File: src/rtl/adc_serial_responder_pkg.sv
// Shared acoustics front-end definitions: ADC frame geometry and the responder state type.
package acoustics_pkg;

  localparam int ADC_WORD_SIZE   = 10;
  localparam int ADC_LEAD_ZEROS  = 3;
  localparam int ADC_TRAIL_ZEROS = 3;
  localparam int ADC_FRAME_BITS  = ADC_LEAD_ZEROS + ADC_WORD_SIZE + ADC_TRAIL_ZEROS;

  typedef enum logic [2:0] {
    IDLE,
    LEAD,
    DATA,
    TRAIL,
    WAIT_CS_HIGH
  } resp_state_t;

endpackage

File: src/rtl/adc_serial_responder_if.sv
// Sample handshake and serial frame signals between the ADC responder and its host/receiver.
interface adc_serial_responder_if
  import acoustics_pkg::*;
#(
  parameter int WORD_SIZE = ADC_WORD_SIZE
);

  logic                 cs;
  logic [WORD_SIZE-1:0] sample_in;
  logic                 sample_valid;
  logic                 sample_ready;
  logic                 sdata;
  logic                 busy;
  logic                 frame_done;

  modport master (
    output cs, sample_in, sample_valid,
    input  sample_ready, sdata, busy, frame_done
  );

  modport slave (
    input  cs, sample_in, sample_valid,
    output sample_ready, sdata, busy, frame_done
  );

endinterface

File: src/rtl/adc_serial_responder_frame_bit_counter.sv
// Loadable up-counter with clear and terminal-count compare, used to time each frame phase.
module frame_bit_counter
  import acoustics_pkg::*;
#(
  parameter int WIDTH = 5
) (
  input  logic             clk,
  input  logic             rst_n,
  input  logic             clear_i,
  input  logic             load_i,
  input  logic [WIDTH-1:0] load_val_i,
  input  logic             en_i,
  input  logic [WIDTH-1:0] terminal_i,
  output logic [WIDTH-1:0] count_o,
  output logic             tc_o
);

  logic [WIDTH-1:0] count_q;
  logic [WIDTH-1:0] count_d;

  always_comb begin
    count_d = count_q;
    if (clear_i) begin
      count_d = '0;
    end else if (load_i) begin
      count_d = load_val_i;
    end else if (en_i) begin
      count_d = count_q + WIDTH'(1);
    end
  end

  always_ff @(posedge clk) begin
    if (!rst_n) begin
      count_q <= '0;
    end else begin
      count_q <= count_d;
    end
  end

  assign count_o = count_q;
  assign tc_o    = (count_q == terminal_i);

endmodule

File: src/rtl/adc_serial_responder.sv
// Serial ADC responder: sends one held sample MSB-first per cs-low frame, wrapped in zero bits.
// Optional RAMP_GEN_EN replaces the sample handshake with an incrementing test ramp.
module adc_serial_responder
  import acoustics_pkg::*;
#(
  parameter int WORD_SIZE   = ADC_WORD_SIZE,
  parameter int LEAD_ZEROS  = ADC_LEAD_ZEROS,
  parameter int TRAIL_ZEROS = ADC_TRAIL_ZEROS
) (
  input  logic                   clk,
  input  logic                   rst_n,
  adc_serial_responder_if.slave  bus
);

  localparam int CNT_W = $clog2(LEAD_ZEROS + WORD_SIZE + TRAIL_ZEROS + 1);
  localparam logic [CNT_W-1:0] LEAD_LAST  = CNT_W'(LEAD_ZEROS - 1);
  localparam logic [CNT_W-1:0] DATA_LAST  = CNT_W'(WORD_SIZE - 1);
  localparam logic [CNT_W-1:0] TRAIL_LAST = CNT_W'(TRAIL_ZEROS - 1);

  resp_state_t          state_q, state_d;
  logic [WORD_SIZE-1:0] hold_q, hold_d;
  logic [WORD_SIZE-1:0] shift_q, shift_d;
  logic                 sdata_q, sdata_d;
  logic                 done_q, done_d;
  logic [CNT_W-1:0]     terminal;
  logic [CNT_W-1:0]     count;
  logic                 tc;
  logic                 cnt_clear;
  logic                 cnt_en;
  logic                 handshake;
  logic                 sample_ready;

`ifdef RAMP_GEN_EN
  localparam logic [WORD_SIZE-1:0] RAMP_STEP = WORD_SIZE'(1);
  assign sample_ready = 1'b0;
  assign handshake    = 1'b0;
`else
  assign sample_ready = (state_q == IDLE);
  assign handshake    = bus.sample_valid && sample_ready;
`endif

  always_comb begin
    state_d  = state_q;
    hold_d   = hold_q;
    shift_d  = shift_q;
    sdata_d  = 1'b0;
    done_d   = 1'b0;
    terminal = '0;

`ifndef RAMP_GEN_EN
    if (handshake) begin
      hold_d = bus.sample_in;
    end
`endif

    case (state_q)
      IDLE: begin
        if (!bus.cs) begin
          state_d = LEAD;
          shift_d = handshake ? bus.sample_in : hold_q;
        end
      end
      LEAD: begin
        terminal = LEAD_LAST;
        if (bus.cs) begin
          state_d = IDLE;
        end else if (tc) begin
          state_d = DATA;
          sdata_d = shift_q[WORD_SIZE-1];
          shift_d = {shift_q[WORD_SIZE-2:0], 1'b0};
        end
      end
      DATA: begin
        terminal = DATA_LAST;
        if (bus.cs) begin
          state_d = IDLE;
        end else if (tc) begin
          state_d = TRAIL;
        end else begin
          sdata_d = shift_q[WORD_SIZE-1];
          shift_d = {shift_q[WORD_SIZE-2:0], 1'b0};
        end
      end
      TRAIL: begin
        terminal = TRAIL_LAST;
        if (bus.cs) begin
          state_d = IDLE;
        end else if (tc) begin
          state_d = WAIT_CS_HIGH;
          done_d  = 1'b1;
`ifdef RAMP_GEN_EN
          hold_d  = hold_q + RAMP_STEP;
`endif
        end
      end
      WAIT_CS_HIGH: begin
        if (bus.cs) begin
          state_d = IDLE;
        end
      end
      default: begin
        state_d = IDLE;
      end
    endcase
  end

  // The phase counter restarts on every state change so each phase counts from zero.
  assign cnt_clear = (state_d != state_q);
  assign cnt_en    = (state_q == LEAD) || (state_q == DATA) || (state_q == TRAIL);

  frame_bit_counter #(
    .WIDTH (CNT_W)
  ) u_frame_bit_counter (
    .clk        (clk),
    .rst_n      (rst_n),
    .clear_i    (cnt_clear),
    .load_i     (1'b0),
    .load_val_i ('0),
    .en_i       (cnt_en),
    .terminal_i (terminal),
    .count_o    (count),
    .tc_o       (tc)
  );

  always_ff @(posedge clk) begin
    if (!rst_n) begin
      state_q <= IDLE;
      hold_q  <= '0;
      shift_q <= '0;
      sdata_q <= 1'b0;
      done_q  <= 1'b0;
    end else begin
      state_q <= state_d;
      hold_q  <= hold_d;
      shift_q <= shift_d;
      sdata_q <= sdata_d;
      done_q  <= done_d;
    end
  end

  assign bus.sample_ready = sample_ready;
  assign bus.sdata        = sdata_q;
  assign bus.busy         = (state_q != IDLE);
  assign bus.frame_done   = done_q;

endmodule

File: src/flat_wrapper.sv
// flat-port wrapper written by rule: the top's interface ports become plain ports
module adc_serial_responder_flat import acoustics_pkg::*;
#(
  parameter int WORD_SIZE   = ADC_WORD_SIZE,
  parameter int LEAD_ZEROS  = ADC_LEAD_ZEROS,
  parameter int TRAIL_ZEROS = ADC_TRAIL_ZEROS
)
  (clk, rst_n, bus_cs, bus_sample_in, bus_sample_valid, bus_sample_ready, bus_sdata, bus_busy, bus_frame_done);
  adc_serial_responder_if #(.WORD_SIZE(WORD_SIZE)) bus_i ();
  input  logic clk;
  input  logic rst_n;
  input wire logic [$bits(bus_i.cs)-1:0] bus_cs;
  input wire logic [$bits(bus_i.sample_in)-1:0] bus_sample_in;
  input wire logic [$bits(bus_i.sample_valid)-1:0] bus_sample_valid;
  output wire logic [$bits(bus_i.sample_ready)-1:0] bus_sample_ready;
  output wire logic [$bits(bus_i.sdata)-1:0] bus_sdata;
  output wire logic [$bits(bus_i.busy)-1:0] bus_busy;
  output wire logic [$bits(bus_i.frame_done)-1:0] bus_frame_done;
  assign bus_i.cs = bus_cs;
  assign bus_i.sample_in = bus_sample_in;
  assign bus_i.sample_valid = bus_sample_valid;
  assign bus_sample_ready = bus_i.sample_ready;
  assign bus_sdata = bus_i.sdata;
  assign bus_busy = bus_i.busy;
  assign bus_frame_done = bus_i.frame_done;
  adc_serial_responder #(.WORD_SIZE(WORD_SIZE), .LEAD_ZEROS(LEAD_ZEROS), .TRAIL_ZEROS(TRAIL_ZEROS)) u_core (.clk(clk), .rst_n(rst_n), .bus(bus_i));
endmodule
File: config.mk
export PLATFORM = sky130hd
export DESIGN_NAME = adc_serial_responder_flat
export DESIGN_NICKNAME = d
export VERILOG_FILES = /design/src/rtl/adc_serial_responder_pkg.sv /design/src/rtl/adc_serial_responder_if.sv /design/src/rtl/adc_serial_responder_frame_bit_counter.sv /design/src/rtl/adc_serial_responder.sv /design/src/flat_wrapper.sv
export SDC_FILE = /design/constraint.sdc
export NUM_CORES = 1
export LEC_CHECK = 0
export ABC_AREA = 1
export CAP_MARGIN = 5
export CELL_PAD_IN_SITES_DETAIL_PLACEMENT = 0
export CELL_PAD_IN_SITES_GLOBAL_PLACEMENT = 1
export CORE_MARGIN = 4
export CORE_UTILIZATION = 35
export DETAILED_ROUTE_END_ITERATION = 7
export GPL_ROUTABILITY_DRIVEN = 0
export GPL_TIMING_DRIVEN = 0
export PLACE_DENSITY = 0.71
export SYNTH_ARGS = -nofsm -noshare
export SYNTH_HDL_FRONTEND = slang
export SYNTH_HIERARCHICAL = 1
export SYNTH_SLANG_ARGS = --single-unit
File: constraint.sdc
create_clock -name clk -period 2.8 [get_ports clk]
set_input_delay 0.28 -clock clk [delete_from_list [all_inputs] [get_ports clk]]
set_output_delay 0.28 -clock clk [all_outputs]
set_load 0.02 [all_outputs]
==> Implementation_results.wiki <==
{| class="wikitable"
! Metric !! Value
|-
| Xor/xnor cell area share of the yosys netlist || 0.0254
|-
| CTS Sinks || 30
|-
| First-pass GRT wire length || 6740 µm
|-
| Gr usage total || 0.138
|-
| Fraction of layout instances using a drive strength above 1 || 0.0892
|-
| Starting density of the core || 0.363
|-
| Final-stage net count || 328
|-
| Via-per-instance ratio || 4.30
|-
| Leakage || 1.03 nW
|-
| Min-Delay Path Class || flop to flop
|-
| Final TNS setup || 0 ns
|-
| Mean cell area of the mapped netlist || 6.25 µm²
|-
| Status || finished clean
|-
| Count of cells resized by post-cts repair || 0
|-
| Routed vias || 1639
|-
| Number of fill cells in the layout || 541
|-
| Largest family of logic cells by synthesized area || simple AND/OR/NAND/NOR gates
|-
| Critical path arrival || 2.65 ns
|-
| Die X || 78.2 µm
|-
| Initial DRC Count || 47
|-
| Area of combinational cells with multiple inputs || 946 µm²
|-
| Multiplexer fraction of the synthesized cell area || 0
|-
| DR pass1 iterations || 4
|-
| Number of max-slew violations in the final report || 0
|-
| CTS hold repair buffers || 0
|-
| Total inserted antenna cells || 0
|-
| Residual antenna-violating net count after detailed routing || 0
|-
| Pre-CTS setup slack || 0.279 ns
|-
| Type of the worst setup path || flop to flop
|-
| Largest net degree at the start of global routing || 11
|-
| Buffer type at the clock tree root || sky130_fd_sc_hd__clkbuf_8
|-
| Hold_ws || 0.479 ns
|-
| Primary flip-flop cell chosen by synthesis mapping || sky130_fd_sc_hd__dfxtp_1
|-
| Simple-Gate Fraction of Synth Area || 0.445
|-
| Headroom to the max-slew limit || 0.665
|-
| Number of cells in the finished layout apart from fillers || 381
|-
| Vias in the first global route || 1568
|-
| Hold Fails Final Rpt || 0
|-
| # Post-CTS Setup Buffers || 0
|-
| Count of cell types in the netlist || 30
|-
| Cell count after placement || 373
|-
| Fraction of registers with async set or reset after synthesis || 0
|-
| Clock Pin Slew Worst Setup and Hold Paths || 0.07 ns
|-
| Critical Path Source Type || flop
|-
| Routed wire length || 3760 µm
|-
| Minimum clock period || 2.43 ns
|-
| Max-cap check violation count || 0
|-
| TritonCTS clock tree || built
|-
| Pwr dens || 534 nW/µm²
|-
| Post-detailed-placement half-perimeter wirelength || 2830 µm
|-
| Worst ir drop on vdd || 0.000159 V
|-
| IO buf count || 17
|-
| Yosys synthesis warning count || 6
|-
| Number of flops mapped to enable cells by yosys || 0
|-
| Max Clock Freq || 411 MHz
|-
| Critical path peak fanout || 10
|-
| Cell Area, Synth || 1730 µm²
|-
| Number of levels the H-tree was split into || 2
|-
| Relative area change from synthesis to final layout || 24.1%
|-
| Clock buffers created by TritonCTS || 5
|-
| Mean routed wirelength per cell || 9.88 µm
|-
| Vert. Die Dim || 78.2 µm
|-
| Largest clock skew in the final design || 0.00305 ns
|-
| Row cnt || 25
|-
| Area share of the largest cell type after synthesis || 0.348
|-
| Area fraction in compound gates after synthesis || 0.0392
|-
| Top cells by area, synth || sky130_fd_sc_hd__dfxtp_1 35%, sky130_fd_sc_hd__nand2_1 16%, sky130_fd_sc_hd__nor2_1 11%
|-
| Unrepaired setup endpoints after global routing || no
|-
| Crit. End Element || flop
|-
| Overall die area || 6120 µm²
|-
| Transition time at the pin with the least slew margin || 0.502 ns
|-
| Crit share post-route || 0.869
|-
| Cell type contributing the most total cell area after synthesis || sky130_fd_sc_hd__dfxtp_1
|-
| Sequential element share of the synthesized area || 0.348
|-
| Core Region || 4750 µm²
|-
| Overflow after GRT || 0
|-
| Most common cell after layout, fill and taps aside || sky130_fd_sc_hd__nand2_1
|-
| Critical path required time || 3.02 ns
|-
| Adder-cell share of the synthesized area || 0.00725
|-
| Setup slack of the critical path after layout || 0.368 ns
|-
| Skew-Pair Late Insertion Delay || 0.28 ns
|-
| DRC Markers || 0
|-
| Seq. cell area || 602 µm²
|-
| CTS Buffer Depth || 2
|-
| Commonest cells after routing, fill and taps aside || 73 x sky130_fd_sc_hd__nand2_1, 48 x sky130_fd_sc_hd__nor2_1, 43 x sky130_fd_sc_hd__inv_1
|-
| Final setup violation count || 0
|-
| I/O pin count || 18
|-
| Synthesized netlist cell count || 276
|-
| Number of synthesized register bits || 30
|-
| Initial antenna violation count || 0
|}
==> flip-flops by register name, indices dropped and copies added (netlist names) <==
register                            cells
u_core/bus.sdata                        1
u_core/u_frame_bit_counter/count_o      5
u_core/hold_q                          10
u_core/state_q                          3
u_core/bus.frame_done                   1
u_core/shift_q                         10
==> cell families after synthesis <==
family	count (synthesis)
AND/OR/NAND/NOR	171
buffers and inverters	56
XOR/XNOR	5
other	1
adder cells (fa/ha/maj)	1
AO/OA/AOI/OAI	12
flip-flops	30
==> report_power, final <==
| part | total, mW | leakage (nW) | internal, mW | switching [mW] |
|---|---|---|---|---|
| logic | 0.247 | 0.722 | 0.100 | 0.147 |
| registers | 0.483 | 0.247 | 0.463 | 0.0206 |
| clock network | 0.413 | 0.0575 | 0.248 | 0.165 |
| total | 1.14 | 1.03 | 0.811 | 0.333 |
==> path summary, 6_finish.rpt <==
check                                     from                                                 end  slack, ns  cells after the start
setup reg to reg  u_core/state_q[2]$_SDFF_PN0_  u_core/u_frame_bit_counter/count_o[2]$_SDFFE_PP0P_       0.37                     14
hold reg to reg    u_core/hold_q[0]$_SDFF_PN0_                         u_core/hold_q[0]$_SDFF_PN0_       0.48                      2
hold / removal     u_core/hold_q[0]$_SDFF_PN0_                         u_core/hold_q[0]$_SDFF_PN0_       0.48                      2
setup / recovery  u_core/state_q[2]$_SDFF_PN0_  u_core/u_frame_bit_counter/count_o[2]$_SDFFE_PP0P_       0.37                     14
==> cell usage after synthesis (2+ instances only) <==
master	number
sky130_fd_sc_hd__buf_2	3
sky130_fd_sc_hd__nand2_2	3
sky130_fd_sc_hd__nand4_1	14
sky130_fd_sc_hd__a21boi_0	2
sky130_fd_sc_hd__buf_4	2
sky130_fd_sc_hd__xnor2_1	4
sky130_fd_sc_hd__a21oi_1	7
sky130_fd_sc_hd__inv_2	2
sky130_fd_sc_hd__inv_1	43
sky130_fd_sc_hd__nand3_2	2
sky130_fd_sc_hd__clkbuf_1	2
sky130_fd_sc_hd__o21ai_0	2
sky130_fd_sc_hd__nor2_4	2
sky130_fd_sc_hd__nand2_1	73
sky130_fd_sc_hd__dfxtp_1	30
sky130_fd_sc_hd__nor2_1	49
sky130_fd_sc_hd__nand3_1	23
==> per-layer routing <==
layer	global-route usage	share of wire
met1	0.156	0.47
met5	0	0
met2	0.248	0.49
met4	0.0490	0.016
met3	0.0378	0.025
==> worst max-delay path, stage by stage, from the launching register on <==
cell,delay (ns)
sky130_fd_sc_hd__dfxtp_1,0.42
sky130_fd_sc_hd__inv_2,0.12
sky130_fd_sc_hd__nand2_2,0.12
sky130_fd_sc_hd__clkinv_1,0.11
sky130_fd_sc_hd__or2_2,0.30
sky130_fd_sc_hd__nand3_1,0.09
sky130_fd_sc_hd__nor2_2,0.06
sky130_fd_sc_hd__nand4_1,0.12
sky130_fd_sc_hd__buf_2,0.24
sky130_fd_sc_hd__nand3_1,0.13
sky130_fd_sc_hd__nand3_1,0.09
sky130_fd_sc_hd__nand3_1,0.08
sky130_fd_sc_hd__nor2_1,0.24
sky130_fd_sc_hd__o21ai_0,0.13
sky130_fd_sc_hd__a21oi_1,0.11
==> cell type report <==
type,instances,share of cell area
multi-input combinational,203,0.442
sequential,30,0.281
inverter,46,0.0806
timing repair buffer,17,0.0794
clock buffer,8,0.0514
tap,67,0.0391
buffer,10,0.0269
==> stage by stage <==
stage,util,area [µm²],power (mW)
after global routing,0.451,2140,1.22
after detailed placement,0.427,2030,0.742
final,0.451,2140,1.14
after CTS,0.450,2140,1.17
after global placement,0.427,2030,0.742
after floorplan,-,1770,0.672
No activity file was read; power rests on OpenSTA's default activity.
==> edit (config.mk and constraints unchanged) <==
Reset style: asynchronous (`rst_n`), changed in 2 clocked blocks.
--- a/src/rtl/adc_serial_responder_frame_bit_counter.sv
+++ b/src/rtl/adc_serial_responder_frame_bit_counter.sv
@@ -31,3 +31,3 @@
 
-  always_ff @(posedge clk) begin
+  always_ff @(posedge clk or negedge rst_n) begin
     if (!rst_n) begin
--- a/src/rtl/adc_serial_responder.sv
+++ b/src/rtl/adc_serial_responder.sv
@@ -124,3 +124,3 @@
 
-  always_ff @(posedge clk) begin
+  always_ff @(posedge clk or negedge rst_n) begin
     if (!rst_n) begin
Check against the original RTL: differs if rst_n is asserted again (counterexample within 4 cycles, from zero or initial values and one cycle with rst_n low); with rst_n held inactive, the same outputs for 10 cycles.
==> edit against the unedited design <==
Sequential share of layout area is 8.0 points higher; via count is 11% lower; highest routed layer unchanged; routed wire length grew 1.4%; setup slack better by 0.067 ns; area after synthesis decreased by 2.9%; hold slack worse by 0.45 ns; sequential power up 23%; design area fell by 2.9%; power up 33%; combinational power increased by 49%; sequential cell count unchanged.
==> edit: results (changes against the unedited design) <==
Pwr
  – Clk pwr share: 0.365 (+0.004)
  – Overall power: 1.52 mW (+33%)
  – Leak Pwr: 1.10 nW (+6.7%)
  – VDD IR max: 0.321 mV (+100%)
  – Combinational fraction of design power: 0.242 (+0.026)
  – P per Cell Area: 729 nW/um2 (+37%)
  – Switching part of the total: 0.298 (+0.00695)

Layout
  – Final nets: 274 (-16%)
  – Share of layout cells above drive strength 1: 0.112 (+0.0224)
  – Diode count: 0 (unchanged)
  – Filler cell count: 474 (-12%)

Drt
  – Starting DRT DRC Count: 74 (+57%)
  – Via density: 4.66 (+8.4%)
  – Pre-antenna DRT Iters: 4 (unchanged)
  – Routed len/inst: 12.2 um (+24%)
  – Vias: 1455 (-11%)

Yosys
  – Unique masters post-synth: 30 (unchanged)
  – Sequential cell area fraction in the yosys report: 0.448 (+0.100)
  – Commonest cells in the synthesized netlist: 75 x nand2_1, 30 x dfrtp_1, 29 x nand3_1
  – Dominant cells by area after synthesis: dfrtp_1 45%, nand2_1 17%, nand3_1 8.7%
  – Ys flop type: dfrtp_1
  – Mapped Avg Cell Area: 7.45 um2 (+19%)
  – Ys async rst share: 1.00 (+1.00)

Setup path
  – Worst Path Max Fanout: 6 (-4)
  – CP startpoint: u_core/state_q[0]
  – Arrival @ worst endpoint: 2.54 ns (-0.11 ns)

Global route
  – Largest net degree at the start of global routing: 31 (+20)
  – GRT overflow: 0 (unchanged)
  – First-pass GRT wire length: 6820 um (+1.2%)
  – Vias in the first global route: 1445 (-7.8%)
  – Total GRT Usage: 0.144 (+0.00561)

Place
  – Post-Place Cells: 304 (-18%)
  – Final HPWL from detailed placement: 2660 um (-6.0%)
  – DP Worst Slack: 0.463 ns (+0.184 ns)
  – Cell Area, Placed: 1940 um2 (-4.5%)
  – I/O Buffers: 16 (-1)

STA
  – Worst Tran Pin Value: 0.674 ns (+0.172 ns)
  – Clock Skews: 0.00420 ns (+0.00115 ns)
  – Pins Over Slew Limit: 0 (unchanged)

Status
  – Status: completed

Clock tree
  – Clock Latency Late Sink: 0.28 ns (about the same)
  – Resized cells post-CTS: 0 (unchanged)
  – H-tree depth: 2 (unchanged)
  – Clk slew on worst S/H paths: 0.07 ns (about the same)
  – Post-CTS setup buffer count: 0 (unchanged)

Min path
  – Worst Hold Class: in2async
edit: critical path, stage by stage, from the launching register on:
cell and delay [ns]:
dfrtp_1 0.45, inv_2 0.13, nand3_1 0.11, inv_1 0.13
xnor2_1 0.13, nand3_1 0.08, nor2_1 0.22, inv_1 0.15
nor2_1 0.16, nand2_1 0.11, nand2_1 0.09, nor2_1 0.04
nand3_1 0.05, inv_1 0.06, o21ai_2 0.11, nor2_1 0.07
o21ai_1 0.09, nand2_1 0.06
edit: cell families after synthesis:
kind of cell,count (synthesis),synth area share
buf+inv,32,0.0844
other cells,1,0.00224
xor+xnor,5,0.0261
simple gates,141,0.378
fa+ha+maj,1,0.00747
flops,30,0.448
compound gates,15,0.0538
edit: final timing paths:
path / end / slack (ns) / depth (start not counted)
setup reg to reg: u_core/u_frame_bit_counter/count_o[2] / 0.43 / 17
setup / recovery: u_core/u_frame_bit_counter/count_o[2] / 0.43 / 17
hold reg to reg: u_core/hold_q[7] / 0.47 / 2
max in group asynchronous: u_core/state_q[2] / 2.34 / 1
min in group clk: u_core/hold_q[4] / 0.39 / 3
hold / removal: u_core/hold_q[4] / 0.03 / 1
edit: final cells by class:
type,count,area share
buffer,6,0.0199
clock buffer,6,0.0397
clock inverter,2,0.0289
inverter,26,0.0481
multi-input combinational,174,0.397
sequential,30,0.361
tap,52,0.0313
timing repair buffer,16,0.0746
edit: per-layer routing:
metal / share of wire / vias to the layer above / global-route usage
li1: - / 776 / -
met1: 0.50 / 655 / 0.197
met2: 0.45 / 18 / 0.220
met3: 0.035 / 6 / 0.0375
met4: 0.016 / 0 / 0.0480
met5: 0 / - / 0
